[config.mk]
export PLATFORM = sky130hd
export DESIGN_NAME = fsk_demod_ctrl_flat
export DESIGN_NICKNAME = d
export VERILOG_FILES = /design/src/rtl/fsk_demod_ctrl_if.sv /design/src/rtl/fsk_demod_ctrl.sv /design/src/flat_wrapper.sv
export SDC_FILE = /design/constraint.sdc
export NUM_CORES = 1
export LEC_CHECK = 0
export ABC_AREA = 1
export CORE_UTILIZATION = 40
export CTS_CLUSTER_DIAMETER = 60
export DETAILED_ROUTE_END_ITERATION = 10
export PLACE_DENSITY = 0.62
export SETUP_SLACK_MARGIN = 0.3
export SLEW_MARGIN = 0
export SYNTH_ARGS = -nofsm -noshare
export SYNTH_HDL_FRONTEND = slang
export SYNTH_SLANG_ARGS = --single-unit
[constraint.sdc]
create_clock -name clk -period 2.5 [get_ports clk]
set_clock_uncertainty 0.2 [all_clocks]
set_input_delay 0.5 -clock clk [delete_from_list [all_inputs] [get_ports clk]]
set_output_delay 0.5 -clock clk [all_outputs]
set_load 0.01 [all_outputs]
[src/rtl/fsk_demod_ctrl_if.sv]
// Handshake bundle between the FSK demod controller, the ADC sample stream,
// the symbol correlator and the downstream word consumer.
interface fsk_demod_ctrl_if;
    logic                sample_en;
    logic signed [17:0]  adc_in_sin;
    logic                win_active;
    logic                win_start;
    logic                corr_start;
    logic                corr_done;
    logic [2:0]          corr_sym;
    logic                corr_hit;
    logic [23:0]         word_out;
    logic                word_valid;
    logic                word_ready;
    logic                sync_locked;
    logic                overflow;
    logic                timeout_err;

    modport master (
        input  sample_en, adc_in_sin, corr_done, corr_sym, corr_hit, word_ready,
        output win_active, win_start, corr_start, word_out, word_valid,
               sync_locked, overflow, timeout_err
    );

    modport slave (
        output sample_en, adc_in_sin, corr_done, corr_sym, corr_hit, word_ready,
        input  win_active, win_start, corr_start, word_out, word_valid,
               sync_locked, overflow, timeout_err
    );
endinterface

[src/rtl/fsk_demod_ctrl.sv]
// FSK demod controller: sync hunt, symbol-window sequencing and 8-symbol word assembly.
// Optional macro FSK_DEMOD_CTRL_LOSS_DETECT_EN returns to hunt after LOSS_LIMIT consecutive misses.
module fsk_demod_ctrl #(
    parameter int N                   = 99,
    parameter int SYNC_THRESHOLD      = 1,
    parameter int SYNC_COUNT_REQUIRED = 8,
    parameter int DONE_TIMEOUT        = 255,
    parameter int LOSS_LIMIT          = 4
) (
    input  logic             clk,
    input  logic             reset,
    fsk_demod_ctrl_if.master bus
);
    localparam int SW = (N > 1) ? $clog2(N) : 1;
    localparam int RW = $clog2(SYNC_COUNT_REQUIRED + 1);
    localparam int TW = $clog2(DONE_TIMEOUT + 1);
    localparam logic signed [17:0] THRESH   = 18'(SYNC_THRESHOLD);
    localparam logic [SW-1:0]      SMP_LAST = SW'(N - 1);
    localparam logic [RW-1:0]      RUN_LAST = RW'(SYNC_COUNT_REQUIRED - 1);
    localparam logic [TW-1:0]      TMO_LAST = TW'(DONE_TIMEOUT - 1);

    if (N < 2 || SYNC_COUNT_REQUIRED < 1 || DONE_TIMEOUT < 2 || LOSS_LIMIT < 1) begin : g_param_check
        $error("fsk_demod_ctrl: parameter out of range");
    end

    typedef enum logic [1:0] {HUNT, COLLECT, WAIT_CORR} state_t;
    state_t state, state_next;

    logic [RW-1:0] run_cnt;
    logic [SW-1:0] smp_cnt;
    logic [TW-1:0] tmo_cnt;
    logic [2:0]    sym_cnt;
    logic [23:0]   part_word;
    logic [23:0]   next_word;
    logic          adc_gt, sync_hit, win_last, sym_take, word_done, tmo_fire, abort;

`ifdef FSK_DEMOD_CTRL_LOSS_DETECT_EN
    localparam int LW = $clog2(LOSS_LIMIT + 1);
    localparam logic [LW-1:0] LOSS_LAST = LW'(LOSS_LIMIT - 1);
    logic [LW-1:0] loss_cnt;
`endif

    assign adc_gt          = (bus.adc_in_sin > THRESH);
    assign bus.win_active  = (state == COLLECT);
    assign bus.win_start   = bus.sample_en && (state == COLLECT) && (smp_cnt == '0);
    assign bus.sync_locked = (state != HUNT);

    always_ff @(posedge clk or negedge reset) begin
        if (!reset) state <= HUNT;
        else        state <= state_next;
    end

    always_comb begin
        state_next = state;
        sync_hit   = 1'b0;
        win_last   = 1'b0;
        sym_take   = 1'b0;
        word_done  = 1'b0;
        tmo_fire   = 1'b0;
        abort      = 1'b0;
        next_word  = part_word;
        for (int i = 0; i < 8; i++) begin
            if (sym_cnt == 3'(i)) next_word[3*i +: 3] = bus.corr_sym;
        end
        unique case (state)
            HUNT: begin
                if (bus.sample_en && adc_gt && run_cnt == RUN_LAST) begin
                    sync_hit   = 1'b1;
                    state_next = COLLECT;
                end
            end
            COLLECT: begin
                if (bus.sample_en && smp_cnt == SMP_LAST) begin
                    win_last   = 1'b1;
                    state_next = WAIT_CORR;
                end
            end
            WAIT_CORR: begin
                // corr_done wins over a timeout landing on the same edge
                if (bus.corr_done) begin
                    state_next = COLLECT;
                    if (bus.corr_hit) begin
                        sym_take  = 1'b1;
                        word_done = (sym_cnt == 3'd7);
                    end
`ifdef FSK_DEMOD_CTRL_LOSS_DETECT_EN
                    else if (loss_cnt == LOSS_LAST) begin
                        abort      = 1'b1;
                        state_next = HUNT;
                    end
`endif
                end else if (tmo_cnt == TMO_LAST) begin
                    tmo_fire   = 1'b1;
                    abort      = 1'b1;
                    state_next = HUNT;
                end
            end
            default: state_next = HUNT;
        endcase
    end

    always_ff @(posedge clk or negedge reset) begin
        if (!reset) begin
            run_cnt         <= '0;
            smp_cnt         <= '0;
            tmo_cnt         <= '0;
            sym_cnt         <= '0;
            part_word       <= '0;
            bus.word_out    <= '0;
            bus.word_valid  <= 1'b0;
            bus.overflow    <= 1'b0;
            bus.corr_start  <= 1'b0;
            bus.timeout_err <= 1'b0;
        end else begin
            bus.corr_start  <= win_last;
            bus.timeout_err <= tmo_fire;

            if (state != HUNT)      run_cnt <= '0;
            else if (bus.sample_en) run_cnt <= (adc_gt && !sync_hit) ? run_cnt + 1'b1 : '0;

            if (sync_hit || win_last)                  smp_cnt <= '0;
            else if (state == COLLECT && bus.sample_en) smp_cnt <= smp_cnt + 1'b1;

            tmo_cnt <= (state == WAIT_CORR && state_next == WAIT_CORR) ? tmo_cnt + 1'b1 : '0;

            if (sync_hit || abort || word_done) begin
                sym_cnt   <= '0;
                part_word <= '0;
            end else if (sym_take) begin
                sym_cnt   <= sym_cnt + 1'b1;
                part_word <= next_word;
            end

            // A completed word may replace the held one only when it leaves this edge
            if (word_done && (!bus.word_valid || bus.word_ready)) begin
                bus.word_out   <= next_word;
                bus.word_valid <= 1'b1;
            end else begin
                if (word_done)      bus.overflow   <= 1'b1;
                if (bus.word_ready) bus.word_valid <= 1'b0;
            end
        end
    end

`ifdef FSK_DEMOD_CTRL_LOSS_DETECT_EN
    always_ff @(posedge clk or negedge reset) begin
        if (!reset)                                   loss_cnt <= '0;
        else if (sync_hit || sym_take || abort)       loss_cnt <= '0;
        else if (state == WAIT_CORR && bus.corr_done) loss_cnt <= loss_cnt + 1'b1;
    end
`endif
endmodule

[src/flat_wrapper.sv]
// flat-port wrapper written by rule: the top's interface ports become plain ports
module fsk_demod_ctrl_flat 
#(
    parameter int N                   = 99,
    parameter int SYNC_THRESHOLD      = 1,
    parameter int SYNC_COUNT_REQUIRED = 8,
    parameter int DONE_TIMEOUT        = 255,
    parameter int LOSS_LIMIT          = 4
)
  (clk, reset, bus_sample_en, bus_adc_in_sin, bus_corr_done, bus_corr_sym, bus_corr_hit, bus_word_ready, bus_win_active, bus_win_start, bus_corr_start, bus_word_out, bus_word_valid, bus_sync_locked, bus_overflow, bus_timeout_err);
  fsk_demod_ctrl_if bus_i ();
  input  logic clk;
  input  logic reset;
  input wire logic [$bits(bus_i.sample_en)-1:0] bus_sample_en;
  input wire logic [$bits(bus_i.adc_in_sin)-1:0] bus_adc_in_sin;
  input wire logic [$bits(bus_i.corr_done)-1:0] bus_corr_done;
  input wire logic [$bits(bus_i.corr_sym)-1:0] bus_corr_sym;
  input wire logic [$bits(bus_i.corr_hit)-1:0] bus_corr_hit;
  input wire logic [$bits(bus_i.word_ready)-1:0] bus_word_ready;
  output wire logic [$bits(bus_i.win_active)-1:0] bus_win_active;
  output wire logic [$bits(bus_i.win_start)-1:0] bus_win_start;
  output wire logic [$bits(bus_i.corr_start)-1:0] bus_corr_start;
  output wire logic [$bits(bus_i.word_out)-1:0] bus_word_out;
  output wire logic [$bits(bus_i.word_valid)-1:0] bus_word_valid;
  output wire logic [$bits(bus_i.sync_locked)-1:0] bus_sync_locked;
  output wire logic [$bits(bus_i.overflow)-1:0] bus_overflow;
  output wire logic [$bits(bus_i.timeout_err)-1:0] bus_timeout_err;
  assign bus_i.sample_en = bus_sample_en;
  assign bus_i.adc_in_sin = bus_adc_in_sin;
  assign bus_i.corr_done = bus_corr_done;
  assign bus_i.corr_sym = bus_corr_sym;
  assign bus_i.corr_hit = bus_corr_hit;
  assign bus_i.word_ready = bus_word_ready;
  assign bus_win_active = bus_i.win_active;
  assign bus_win_start = bus_i.win_start;
  assign bus_corr_start = bus_i.corr_start;
  assign bus_word_out = bus_i.word_out;
  assign bus_word_valid = bus_i.word_valid;
  assign bus_sync_locked = bus_i.sync_locked;
  assign bus_overflow = bus_i.overflow;
  assign bus_timeout_err = bus_i.timeout_err;
  fsk_demod_ctrl #(.N(N), .SYNC_THRESHOLD(SYNC_THRESHOLD), .SYNC_COUNT_REQUIRED(SYNC_COUNT_REQUIRED), .DONE_TIMEOUT(DONE_TIMEOUT), .LOSS_LIMIT(LOSS_LIMIT)) u_core (.clk(clk), .reset(reset), .bus(bus_i));
endmodule
Word level (Yosys, flattened, before mapping)

Index checks and enable logic that the tools add are counted.

Bits in registers: 76
Output and inout port bits: 31

Add/sub/neg operators: 4
Order comparisons: 1
Eq/ne operators: 13
Mux-type cells: 38
Bitwise operators: 1
Reduce and logical (&&, ||, !) cells: 23

Operators by type and width:

| cell                                                                             | count |
|---|---|
| 24-bit 2-to-1 mux                                                                | 2 |
| 3-bit 2-to-1 mux                                                                 | 10 |
| 18-bit by 2-bit greater-than comparator with 1-bit output, second input constant | 1 |
| 1-bit 2-to-1 mux                                                                 | 15 |
| 7-bit 2-to-1 mux                                                                 | 2 |
| 3-bit == test, second input constant                                             | 4 |
| 4-bit 2-to-1 mux                                                                 | 3 |
| 2-bit nonzero test                                                               | 5 |
| 8-bit by 1-bit adder with 8-bit output, second input constant                    | 1 |
| 8-bit == test, second input constant                                             | 1 |
| 1-bit logical AND                                                                | 8 |
| 2-bit 2-to-1 mux                                                                 | 4 |
| 8-bit 2-to-1 mux                                                                 | 1 |
| 7-bit by 1-bit adder with 7-bit output, second input constant                    | 1 |
| 7-bit == test, second input constant                                             | 1 |
| 7-bit logical NOT                                                                | 1 |
| 3-bit by 2-bit == test with 1-bit output, second input constant                  | 2 |
| 2-bit case mux with 3 select lines                                               | 1 |
| 4-bit by 1-bit adder with 4-bit output, second input constant                    | 1 |
| 2-bit == test, second input constant                                             | 2 |
| 4-bit by 3-bit == test with 1-bit output, second input constant                  | 1 |
| 1-bit logical OR                                                                 | 4 |
| 3-bit by 1-bit adder with 3-bit output, second input constant                    | 1 |
| 3-bit by 1-bit == test with 1-bit output, second input constant                  | 1 |
| other kinds (6)                                                                  | 7 |

Logic depth before layout (Yosys ltp)

Depth in word-level cells: 10
Depth in mapped cells: 10
Mapped depth without buffers: 9

Worst setup path after synthesis

OpenSTA, ideal clock, no wires.

Kind: register to output
From: register u_core.state[1]
To: output bus_win_start
Arrival: 1.249 ns
Setup slack: 0.551 ns
Stages on the path, launching flop included: 4
Cells stage by stage: dfrtp_1 nor2_2 nand2_1 nor4_1

Word-level cells in the longest chain between the ends: 3

RTL lines:

| what                                     | RTL line             | source |
|---|---|---|
| from (decl)                              | fsk_demod_ctrl.sv:27 | `state_t state, state_next;` |
| from (signal assigned)                   | fsk_demod_ctrl.sv:50 | `else state <= state_next;` |
| 2-bit by 1-bit == test with 1-bit output | --                   |  |
| net bus_win_active                       | flat_wrapper.sv:20   | `output wire logic [$bits(bus_i.win_active)-1:0] bus_win_active;` |
| 1-bit logical AND (2 in a row)           | fsk_demod_ctrl.sv:45 | `assign bus.win_start = bus.sample_en && (state == COLLECT) && (smp_cnt == '0);` |
| to (decl)                                | flat_wrapper.sv:21   | `output wire logic [$bits(bus_i.win_start)-1:0] bus_win_start;` |

The timed path passes the listed nets, and every way through them passes these cells.

Worst setup path after layout

From: register u_core.state[1]
To: output bus_sync_locked

Word-level cells in the longest chain between the ends: 1

RTL lines:

| what               | RTL line             | source |
|---|---|---|
| 2-bit nonzero test | fsk_demod_ctrl.sv:46 | `assign bus.sync_locked = (state != HUNT);` |
| to (decl)          | flat_wrapper.sv:25   | `output wire logic [$bits(bus_i.sync_locked)-1:0] bus_sync_locked;` |

No other way between the ends.

==> results by group <==
GRT
  – Total grt overflow: 0
  – Pin count of the biggest net entering global routing: 47
  – First-pass GRT wire length: about 14000 um
  – Number of global-route vias before repair: 3186
  – Initial antenna violation count: 0
  – Tot GR Track Use: 0.1839

CTS
  – Clock sink total: 76
  – Num CTS Buffers: 9
  – Clock root buffer: clkbuf_8
  – CTS tree: done
  – Htree depth: 3
  – Clk slew on worst S/H paths: 0.07 ns
  – Worst skew pair latency: 0.35 ns
  – Clk buf depth: 2

Timing
  – Slew headroom: 0.7221
  – Final-report max-slew violation count: 0
  – Min cycle time layout: ~2.2 ns
  – Setup WS post-layout: 0.3248 ns
  – Final number of hold-violating endpoints: 0
  – Fin crit share: 0.8701
  – Final hold slack: around 0.27 ns
  – RSZ-0062 raised after global routing: true
  – Setup Viol. Count Final: 0
  – Post-Route Setup TNS: 0 ns
  – Peak Freq: roughly 460 MHz
  – Slew @ Worst Pin: between 0.4 and 0.5 ns

Yosys
  – Synth Register Bits: 76
  – Area of the mapped netlist: 3811 sq um
  – Netlist cell types: 28
  – Synthesis Warnings: 0
  – Syn Area/Cell: approximately 7.5 sq um
  – Yosys top cell by area: dfrtp_1
  – Syn Nets: between 500 and 600
  – Synth top area share: 0.4990
  – Seq/Total Area, Yosys: 0.4990
  – Cells after Synth: slightly above 500
  – Synth area leaders: dfrtp_1 50%, nand2_1 20%, nor2_1 6.6%, inv_1 5.8%, o21ai_0 4.5%

Run status
  – Status: complete, no violations

Placement
  – Post-DP Area: 4588 sq um
  – Dpl cells: 693
  – Gp weighted congestion: a little over 0.8
  – Pre-CTS setup slack: -0.1151 ns
  – Hpwl dp: between 5000 and 6000 um
  – Port bufs: 56

Worst setup path
  – Worst Setup Start Kind: flip-flop
  – Crit end category: output port
  – Critical path class: flip-flop to output port
  – Crit path arrival time: 1.48 ns
  – Crit-path max FO: 3
  – WP data required: 1.80 ns

Power and ir drop
  – Pleak: approximately 2.4 nW
  – Total power: 2.940 mW
  – Worst vdd ir: roughly 380 uV
  – PD cells: just over 600 nW/um^2

Final layout
  – Post-Layout Cell Count: about 710
  – Fillers: slightly above 900
  – Commonest non-fill, non-tap cells in the layout: 202 x nand2_1, 76 x dfrtp_1, 67 x nor2_1
  – Diodes inserted: 0
  – Layout area overhead: 26.03%
  – Final Util: 0.5198
  – Final instance area: roughly 4800 sq um
  – Most common cell after layout, fill and taps aside: nand2_1
  – Share of cells above drive strength 1: 0.06207
  – Fin nets: slightly above 600

Floorplanning
  – Die X-Extent: 99.61 um
  – # rows: 35
  – Die area: roughly 9900 sq um
  – Io pins: between 50 and 60
  – Die height: roughly 100 um
  – Core area: around 9200 sq um
  – Starting Density: 0.4125

Route
  – Vias/cell: ~4.6
  – Vias: 3235
  – DRC viols: 0
  – Antenna-violating nets left: 0
  – DR iter-0 viols: 126
  – Initial DRT Pass Iterations: 4
  – Avg WL per Cell: roughly 11 um
  – Post-Route WL: roughly 8100 um

Flow run
  – Max-Cap Viols: 0

Worst hold path
  – Worst hold path type: flip-flop to flip-flop
critical path: stages, from the launching register on:
cell,delay (ns)
dfrtp_1,0.41
nor2_1,0.17
inv_1,0.07
clkdlybuf4s50_1,0.48
cells by family (layout without fill, tap and decap cells):
logic type / count (synthesis) / count (layout) / synth area share
simple gates: 297 / 297 / 0.3106
flops: 76 / 76 / 0.4990
buf+inv: 73 / 146 / 0.07616
compound gates: 41 / 41 / 0.05647
fa+ha+maj: 12 / 12 / 0.03939
xor+xnor: 8 / 8 / 0.01839
sequential cells by signal, summed over array words and instances (netlist names):
| name | cells |
|---|---|
| u_core.bus.corr_start | 1 |
| u_core.bus.word_out | 24 |
| u_core.bus.timeout_err | 1 |
| u_core.bus.overflow | 1 |
| u_core.tmo_cnt | 8 |
| u_core.run_cnt | 4 |
| u_core.sym_cnt | 3 |
| u_core.bus.word_valid | 1 |
| u_core.part_word | 24 |
| u_core.state | 2 |
| u_core.smp_cnt | 7 |
path summary, 6_finish.rpt:
check	start	to	slack [ns]	cells after the start
max in group asynchronous	reset	u_core.part_word[18]	1.08	3
max	u_core.state[1]	bus_sync_locked	0.32	3
min	u_core.bus.word_out[8]	u_core.bus.word_out[8]	0.27	2
min reg2reg	u_core.bus.word_out[8]	u_core.bus.word_out[8]	0.27	2
min in group asynchronous	reset	u_core.bus.word_out[0]	0.42	2
max reg2reg	u_core.sym_cnt[0]	u_core.bus.word_out[15]	0.55	7
metal layers:
layer,GRT usage,up-vias,part of all wire,routed length (um)
met5,0,-,0,0
met4,0.07240,0,0.024,190
met3,0.03865,18,0.023,182
met2,0.3173,55,0.49,3957
met1,0.2252,1486,0.46,3747
li1,-,1676,-,-
where the power goes:
| part | total [mW] | switching [mW] | internal (mW) |
|---|---|---|---|
| Clock | 1.01 | 0.454 | 0.554 |
| Sequential | 1.40 | 0.0828 | 1.32 |
| Combinational | 0.528 | 0.305 | 0.223 |
| Total | 2.94 | 0.842 | 2.10 |
cell type report:
class	instances	area [sq um]	share of cell area
clock buffer	10	127.6	0.02657
clock inverter	5	77.57	0.01615
inverter	62	232.7	0.04845
multi-input combinational	358	1625	0.3384
sequential	76	1902	0.3959
tap	129	161.4	0.03360
timing repair buffer	69	676.9	0.1409
repair_timing:
action | in CTS | in global routing
setup buffers | 0 | 0
gates resized for setup | 4 | 3
setup endpoints to repair | 3 | 2
hold buffers | 1 | 0
hold endpoints to repair | 30 | 0
Yosys cell counts (all sizes together):
cell type / instances
nand2: 203
xnor2: 2
xor2: 6
nor3b: 2
buf: 9
o211ai: 1
or2: 1
nor3: 5
clkbuf: 2
nand3: 11
nor4: 1
inv: 62
dfrtp: 76
and3: 1
o21bai: 2
nand4: 5
ha: 12
a21oi: 1
a21o: 1
o21ai: 36
nor2: 68
Note: power is estimated with default switching activity, not from simulation.
